**config.mk**
```make
export PLATFORM = sky130hd
export DESIGN_NAME = uart_recv_flat
export DESIGN_NICKNAME = d
export VERILOG_FILES = /design/src/rtl/uart_recv_if.sv /design/src/rtl/uart_recv.sv /design/src/flat_wrapper.sv
export SDC_FILE = /design/constraint.sdc
export NUM_CORES = 1
export LEC_CHECK = 0
export BUFFER_PORTS_ARGS = -buffer_cell sky130_fd_sc_hd__buf_4
export CORE_MARGIN = 2
export CORE_UTILIZATION = 45
export DETAILED_ROUTE_END_ITERATION = 8
export HOLD_SLACK_MARGIN = 0.06
export PLACE_DENSITY = 0.64
export RECOVER_POWER = 100
export SLEW_MARGIN = 10
export SYNTH_ARGS = -nofsm -noshare
export SYNTH_HDL_FRONTEND = slang
export SYNTH_SLANG_ARGS = --single-unit
```
**constraint.sdc**
```tcl
create_clock -name clk -period 1.96 [get_ports clk]
set_clock_uncertainty 0.05 [all_clocks]
set_input_delay 0.49 -clock clk [delete_from_list [all_inputs] [get_ports clk]]
set_output_delay 0.49 -clock clk [all_outputs]
set_load 0.03 [all_outputs]
```
**src/rtl/uart_recv_if.sv**
```systemverilog
// uart_recv_if: serial input line and received-byte outputs of the UART receiver
// Signals:
//   uart_rxd   serial line into the receiver (idles high)
//   uart_data  last correctly received byte
//   uart_done  one-cycle strobe, uart_data updated
//   frame_err  one-cycle strobe, stop bit sampled low and byte discarded
// Modports: slave = receiver side, master = line driver / byte consumer side
`timescale 1ns/1ps
interface uart_recv_if;
    logic       uart_rxd;
    logic [7:0] uart_data;
    logic       uart_done;
    logic       frame_err;
    modport master (output uart_rxd, input uart_data, uart_done, frame_err);
    modport slave  (input uart_rxd, output uart_data, uart_done, frame_err);
endinterface

```
**src/rtl/uart_recv.sv**
```systemverilog
// uart_recv: oversampling 8N1 UART receiver, LSB first
// Ports:
//   clk    system clock, rising edge
//   rst_n  asynchronous active-low reset
//   bus    uart_recv_if.slave: uart_rxd in; uart_data, uart_done, frame_err out
`timescale 1ns/1ps
module uart_recv #(
    parameter int CLK_FREQ = 50_000_000,
    parameter int UART_BPS = 115200
) (
    input  logic              clk,
    input  logic              rst_n,
    uart_recv_if.slave        bus
);
    localparam int BPS_CNT = CLK_FREQ / UART_BPS;
    localparam int HALF_CNT = BPS_CNT / 2;
    localparam logic [15:0] BPS_LAST = 16'(BPS_CNT - 1);
    localparam logic [15:0] HALF_LAST = 16'(HALF_CNT - 1);
    typedef enum logic [1:0] {IDLE, START, DATA, STOP} state_t;
    state_t      state_q, state_d;
    logic [15:0] cnt_q, cnt_d;
    logic [2:0]  idx_q, idx_d;
    logic [7:0]  shift_q, shift_d, data_q, data_d;
    logic        done_q, done_d, err_q, err_d;
    logic        rxd_s1_q, rxd_s2_q, rxd_s3_q;
    logic        neg;
    assign neg = rxd_s3_q & ~rxd_s2_q;
    always_ff @(posedge clk or negedge rst_n) begin
        if (!rst_n) begin
            rxd_s1_q <= 1'b1;
            rxd_s2_q <= 1'b1;
            rxd_s3_q <= 1'b1;
            state_q  <= IDLE;
            cnt_q    <= '0;
            idx_q    <= '0;
            shift_q  <= '0;
            data_q   <= '0;
            done_q   <= 1'b0;
            err_q    <= 1'b0;
        end else begin
            rxd_s1_q <= bus.uart_rxd;
            rxd_s2_q <= rxd_s1_q;
            rxd_s3_q <= rxd_s2_q;
            state_q  <= state_d;
            cnt_q    <= cnt_d;
            idx_q    <= idx_d;
            shift_q  <= shift_d;
            data_q   <= data_d;
            done_q   <= done_d;
            err_q    <= err_d;
        end
    end
    // Counter free-runs in every active state and is cleared at each sample point.
    always_comb begin
        state_d = state_q;
        cnt_d   = (state_q == IDLE) ? 16'd0 : cnt_q + 16'd1;
        idx_d   = idx_q;
        shift_d = shift_q;
        data_d  = data_q;
        done_d  = 1'b0;
        err_d   = 1'b0;
        case (state_q)
            IDLE: state_d = neg ? START : IDLE;
            START: if (cnt_q == HALF_LAST) begin
                cnt_d   = 16'd0;
                idx_d   = 3'd0;
                state_d = rxd_s2_q ? IDLE : DATA;
            end
            DATA: if (cnt_q == BPS_LAST) begin
                cnt_d          = 16'd0;
                shift_d[idx_q] = rxd_s2_q;
                idx_d          = idx_q + 3'd1;
                state_d        = (idx_q == 3'd7) ? STOP : DATA;
            end
            STOP: if (cnt_q == BPS_LAST) begin
                cnt_d   = 16'd0;
                done_d  = rxd_s2_q;
                err_d   = ~rxd_s2_q;
                data_d  = rxd_s2_q ? shift_q : data_q;
                state_d = IDLE;
            end
            default: state_d = IDLE;
        endcase
    end
    assign bus.uart_data = data_q;
    assign bus.uart_done = done_q;
    assign bus.frame_err = err_q;
endmodule

```
**src/flat_wrapper.sv**
```systemverilog
// flat-port wrapper written by rule: the top's interface ports become plain ports
module uart_recv_flat 
#(
    parameter int CLK_FREQ = 50_000_000,
    parameter int UART_BPS = 115200
)
  (clk, rst_n, bus_uart_rxd, bus_uart_data, bus_uart_done, bus_frame_err);
  uart_recv_if bus_i ();
  input  logic clk;
  input  logic rst_n;
  input wire logic [$bits(bus_i.uart_rxd)-1:0] bus_uart_rxd;
  output wire logic [$bits(bus_i.uart_data)-1:0] bus_uart_data;
  output wire logic [$bits(bus_i.uart_done)-1:0] bus_uart_done;
  output wire logic [$bits(bus_i.frame_err)-1:0] bus_frame_err;
  assign bus_i.uart_rxd = bus_uart_rxd;
  assign bus_uart_data = bus_i.uart_data;
  assign bus_uart_done = bus_i.uart_done;
  assign bus_frame_err = bus_i.frame_err;
  uart_recv #(.CLK_FREQ(CLK_FREQ), .UART_BPS(UART_BPS)) u_core (.clk(clk), .rst_n(rst_n), .bus(bus_i));
endmodule
```
==> impl_metrics.ini, run 1 <==
[global_route]
grt_antenna_before_repair = 0
grt_overflow = 0
grt_pass1_wl_mm = 7.49
grt.total_usage_pct = 18.6
grt_max_degree = 43
grt_pass1_vias = 1552

[die]
start_util_pct = 47.5
core-area_um2 = 4440
die_x_um = 72.5
die_area_um2 = 5260
num_rows = 24
dieHeight_um = 72.5
io-pin-count = 13

[power_and_ir_drop]
p_int_mw = 1.41
seqPwrFrac_pct = 42.9
leakage_nw = 1.07
ir_worst_vdd_v = 0.000410
pwr_density_cell_nw_per_um2 = 864
power.switching_uw = 748
comb_power_share_pct = 29.7
sw_frac_of_total_pct = 34.7
pwr-share-clk_pct = 27.4

[placed_design]
dp_hpwl_mm = 3.01
gp_congestion = 0.823
port_buffers = 12
dpl.cell_count = 261

[worst_setup_path]
cp-endpoint = u_core.shift_q[6]$_DFFE_PN0P_
cp_max_fo = 10
critPathKind = flip-flop to flip-flop
crit_start = u_core.cnt_q[2]$_DFF_PN0_
critical_path_required_ns = 2.09
r2r-end = u_core.shift_q[6]$_DFFE_PN0P_
r2r_start = u_core.cnt_q[2]$_DFF_PN0_
crit_path_end_kind = flip-flop
cp-start-kind = flip-flop
reg2reg_slack_ns = 0.06
r2r_cells = 6
cp_data_arrival_time_ns = 2.04

[synthesis]
ys_warn_count = 0
ys_seq_area_share_pct = 49.9
async_flop_share_pct = 100
synth-main-ff-cell = dfrtp_1
synth.net_count = 197
synth_edf_count = 0
syn_inst = 185
syn_area_per_cell_um2 = 11.4
synth-seq-cells = 42
syn_area_um2 = 2110
ys_types = 43

[sta]
min_period_ns = 1.90
fin_crit_sh_pct = 97.2
grt_setup_unrepaired = true
hold_viol_final = 0
final.setup.tns_ns = 0
setup_viol = 0
timing.fmax_mhz = 525
worst_slew_pin_slew_ns = 1.04
slew_violations = 0
max_slew_margin_pct = 30.7
holdWs_ns = 0.245

[detailed_routing]
routed_wl_mm = 4.35
antenna_left = 0
firstDrtPassIters = 4
via_count = 1506
drtIter0Drc = 71
post-route-drc-count = 0
vias_per_cell = 5.58
wl_per_cell_um = 16.1

[cts]
clk_latency_ns = 0.30
cts-buffers-inserted = 5
cts_sinks = 42
cts_tree = built
cts.path.max_buffers = 2
path_clk_slew_ns = 0.08
h-tree-depth = 2
root_buffer = clkbuf_8

[layout]
areaGrowthSynthToFinish_pct = 18.3
mostFrequentLayoutCells = dfrtp_1 (37), buf_4 (20), nor3_1 (19)
seqCellArea_um2 = 1060
final_net_count = 229
fillers = 402
drive_above_1_share_pct = 34.4
final_common_cell = dfrtp_1
stdcell_count = 270
antennaDiodeCount = 0
multi_input_area_um2 = 1020

[run]
max_cap_viol_count = 0

[worst_hold_path]
hold_path_class = input pin to flip-flop

[run_status]
outcome = finished, final reports clean
==> area by class of cell <==
cell class	instances	area share, %
sequential	42	42.3
multi-input combinational	123	40.7
timing repair buffer	35	9.06
clock buffer	6	3.30
tap	52	2.60
inverter	10	1.50
clock inverter	2	0.501
==> routing by layer <==
metal / wire length (um) / vias up / GRT usage, % / part of all wire [%]
li1: - / 733 / - / -
met1: 2030 / 742 / 24.8 / 47
met2: 2110 / 26 / 29.1 / 48
met3: 159 / 5 / 5.56 / 3.7
met4: 54 / 0 / 6.58 / 1.2
met5: 0 / - / 0 / 0
==> synthesized netlist by cell type (2+ instances only) <==
master / count / area [um2]
dfrtp_1: 39 / 976
and3_1: 2 / 12.5
o211ai_1: 2 / 15.0
a211oi_2: 2 / 25.0
xnor2_1: 9 / 78.8
o31ai_1: 3 / 22.5
xor2_1: 2 / 17.5
nor2_1: 3 / 11.3
nor4_2: 2 / 25.0
buf_4: 3 / 22.5
a211oi_1: 2 / 15.0
nor3_1: 19 / 95.1
inv_1: 10 / 37.5
mux2_2: 17 / 191
nand4_2: 2 / 25.0
dfstp_2: 3 / 78.8
nand2_1: 10 / 37.5
or4_1: 3 / 22.5
o21ai_0: 3 / 15.0
nand3_1: 9 / 45.0
ha_1: 9 / 113
clkbuf_1: 5 / 18.8
buf_2: 2 / 10.0
nor4_1: 4 / 25.0
nor3b_1: 2 / 15.0
==> cells by family after synthesis <==
kind of cell             synth area share, %
buffers and inverters                   4.21
AO/OA/AOI/OAI                           6.69
adder cells (fa/ha/maj)                 5.33
multiplexers                            9.06
AND/OR/NAND/NOR                         20.2
flip-flops                              49.9
XOR/XNOR                                4.56
==> power groups by stage <==
stage	logic [mW]	clock network, mW	registers, mW
3_5_place_dp	0.604	0	0.941
5_1_grt	0.701	0.640	0.929
4_1_cts	0.608	0.610	0.924
2_1_floorplan	0.411	0	0.940
6_report	0.642	0.591	0.925
3_3_place_gp	0.581	0	0.938
==> per-stage QoR <==
step	area, um2	power (mW)	setup WS, ns	util, %
6_report	2500	2.16	0.0553	56.2
2_1_floorplan	2110	1.35	0.0241	-
5_1_grt	2500	2.27	-0.0312	56.2
4_1_cts	2500	2.14	0.0235	56.2
3_3_place_gp	2390	1.52	-0.00326	53.9
3_5_place_dp	2390	1.54	-0.0160	53.9
==> worst min-delay path by stage <==
stage	from	to	cells after the start
floorplan	rst_n	asynchronous set/reset pin	0
global placement	u_core.rxd_s1_q$_DFF_PN1_	u_core.rxd_s2_q$_DFF_PN1_	0
detailed placement	u_core.rxd_s1_q$_DFF_PN1_	u_core.rxd_s2_q$_DFF_PN1_	0
CTS	rst_n	u_core.cnt_q[13]$_DFF_PN0_	1
global route	bus_uart_rxd	u_core.rxd_s1_q$_DFF_PN1_	1
finish	bus_uart_rxd	u_core.rxd_s1_q$_DFF_PN1_	1
==> registers in the layout, indices dropped and copies added, names as in the netlist, named ones only <==
name                  cells
u_core.shift_q            8
u_core.bus.uart_done      1
u_core.bus.frame_err      1
u_core.rxd_s2_q           1
u_core.cnt_q             16
u_core.state_q            1
u_core.bus.uart_data      8
u_core.rxd_s1_q           1
u_core.rxd_s3_q           1
u_core.idx_q              3
==> worst max-delay path, stage by stage (launching register included) <==
cell and delay (ns):
dfrtp_1 0.41, nor4_2 0.27, buf_4 0.16, nand4_2 0.09
buf_6 0.16, or3_1 0.36, mux2_2 0.29
==> what timing repair did <==
item	CTS	global route
setup buffers	0	2
gates resized for setup	1	12
pin swaps	0	2
endpoints found under the setup margin	8	34
hold buffers	0	0
No activity file was read; power rests on OpenSTA's default activity.
==> run 2, diff against run 1 <==
--- a/config.mk
+++ b/config.mk
@@ -6,7 +6,7 @@
 export NUM_CORES = 1
 export LEC_CHECK = 0
 export BUFFER_PORTS_ARGS = -buffer_cell sky130_fd_sc_hd__buf_4
-export CORE_MARGIN = 2
+export CORE_MARGIN = 8
 export CORE_UTILIZATION = 45
 export DETAILED_ROUTE_END_ITERATION = 8
 export HOLD_SLACK_MARGIN = 0.06
==> run 2 against run 1 <==
Hold slack improved by 0.0048 ns. Cell count grew 0.74%. Register-to-register slack improved by 0.03 ns. Wire length is 3.1% lower. Combinational power down 4.7%. Cell area up 0.60%. Highest routed layer unchanged. Clock power up 14%. Utilization fell by 1.9 points. First-iteration DRC count decreased by 7.0%.
==> impl_metrics.ini, run 2 (same netlist as run 1, synthesis figures left out) <==
[global_route]
grt_max_degree = 43
grt_pass1_vias = 1547
grt_antenna_before_repair = 0
grt.total_usage_pct = 12.6
grt_pass1_wl_mm = 7.28
grt_overflow = 0

[worst_hold_path]
hold_path_class = input pin to flip-flop
holdPathEnd = u_core.rxd_s1_q$_DFF_PN1_
hold_start = bus_uart_rxd
min_path_cells = 1

[sta]
hold_viol_final = 0
grt_setup_unrepaired = false
worst_slew_pin_slew_ns = 1.01
timing.fmax_mhz = 534
setup_viol = 0
min_period_ns = 1.87
fin_crit_sh_pct = 95.5
slew_violations = 0
max_slew_margin_pct = 32.8

[placed_design]
dpl_cell_area_um2 = 2390
port_buffers = 12
dpl.cell_count = 262
dp_hpwl_mm = 3.01
gp_congestion = 0.809

[die]
core-area_um2 = 4630
io-pin-count = 13
num_rows = 25
dieHeight_um = 84.5
die_x_um = 84.5
die_area_um2 = 7140
start_util_pct = 45.6

[layout]
mostFrequentLayoutCells = dfrtp_1 (37), nor3_1 (19), mux2_2 (17), buf_4 (17), clkbuf_1 (13)
final_common_cell = dfrtp_1
fin_util_pct = 54.3
largest_reg_flops = 16
top_register = u_core.cnt_q
stdcell_count = 272
areaGrowthSynthToFinish_pct = 19.0
design_area_um2 = 2510
antennaDiodeCount = 0
final_net_count = 229
drive_above_1_share_pct = 32.1

[power_and_ir_drop]
sw_frac_of_total_pct = 32.7
pwr_density_cell_nw_per_um2 = 880
seqPwrFrac_pct = 41.9
pwr-share-clk_pct = 30.5
comb_power_share_pct = 27.6
ir_worst_vdd_v = 0.000660
leakage_nw = 1.06
p_int_mw = 1.49
power.switching_uw = 723

[run_status]
outcome = finished, final reports clean

[worst_setup_path]
cp_data_arrival_time_ns = 2.00
critPathKind = flip-flop to flip-flop
crit_path_end_kind = flip-flop
r2r_start = u_core.cnt_q[15]$_DFF_PN0_
r2r-end = u_core.bus.uart_data[7]$_DFFE_PN0P_
reg2reg_slack_ns = 0.09
r2r_cells = 5
critical_path_required_ns = 2.09
cp-start-kind = flip-flop
cp_max_fo = 9

[detailed_routing]
post-route-drc-count = 0
antenna_left = 0
vias_per_cell = 5.50
firstDrtPassIters = 4
routed_wl_mm = 4.22
drtIter0Drc = 66
via_count = 1496
wl_per_cell_um = 15.5

[cts]
root_buffer = clkbuf_8
h-tree-depth = 2
clk_latency_ns = 0.29
cts_tree = built
cts_hold_buf = 0
cts-buffers-inserted = 5
path_clk_slew_ns = 0.08
cts.path.max_buffers = 2
cts_sinks = 42

[run]
max_cap_viol_count = 0
[run 2: how the worst max path moves through the flow]
stage / slack (ns) / startpoint / to
finish: 0.09 / u_core.cnt_q[15]$_DFF_PN0_ / u_core.bus.uart_data[7]$_DFFE_PN0P_
global route: 0.01 / u_core.cnt_q[7]$_DFF_PN0_ / u_core.cnt_q[14]$_DFF_PN0_
CTS: 0.02 / u_core.cnt_q[13]$_DFF_PN0_ / u_core.bus.uart_data[7]$_DFFE_PN0P_
detailed placement: -0.02 / u_core.cnt_q[13]$_DFF_PN0_ / u_core.bus.uart_data[7]$_DFFE_PN0P_
global placement: 0.02 / u_core.cnt_q[2]$_DFF_PN0_ / u_core.shift_q[3]$_DFFE_PN0P_
floorplan: 0.02 / u_core.cnt_q[2]$_DFF_PN0_ / u_core.shift_q[1]$_DFFE_PN0P_
[run 2: worst max-delay path: stages (launching register included)]
cell     delay (ns)
dfrtp_1        0.43
nor4_4         0.35
and4_1         0.27
and3_4         0.21
buf_12         0.12
mux2_2         0.33
[run 2: cell type report]
class | count | area, um2
clock buffer | 6 | 72.6
clock inverter | 2 | 37.5
fill | 410 | 2120
inverter | 10 | 37.5
multi-input combinational | 123 | 1010
sequential | 42 | 1060
tap | 54 | 67.6
timing repair buffer | 35 | 229
[run 2: power groups by stage]
stage | sequential, mW | combinational [mW] | clock [mW]
after floorplan | 0.940 | 0.411 | 0
after global placement | 0.942 | 0.580 | 0
after detailed placement | 0.944 | 0.599 | 0
after CTS | 0.927 | 0.602 | 0.695
after global routing | 0.930 | 0.686 | 0.725
final | 0.926 | 0.612 | 0.675
[run 2: metrics by stage]
step                worst slack (ns)  power [mW]  hold slack, ns  setup TNS (ns)
floorplan                     0.0241        1.35           0.144               0
global placement              0.0191        1.52           0.296               0
detailed placement           -0.0184        1.54           0.298         -0.0476
CTS                           0.0219        2.22           0.139               0
global route                  0.0117        2.34           0.238               0
finish                        0.0884        2.21           0.249               0
[run 2: layer usage]
metal / vias to the layer above / track usage, % / share of wire (%) / wire length [um]
met3: 6 / 3.51 / 3.5 / 149
met5: - / 0 / 0 / 0
met4: 0 / 5.83 / 1.5 / 63
li1: 730 / - / - / -
met2: 22 / 20.3 / 49 / 2060
met1: 738 / 15.3 / 46 / 1940
[run 2: repair_timing]
action / in CTS / in global routing
setup endpoints to repair: 8 / 33
buffers inserted: 0 / 2
gates resized for setup: 1 / 11
pin swaps: 0 / 3
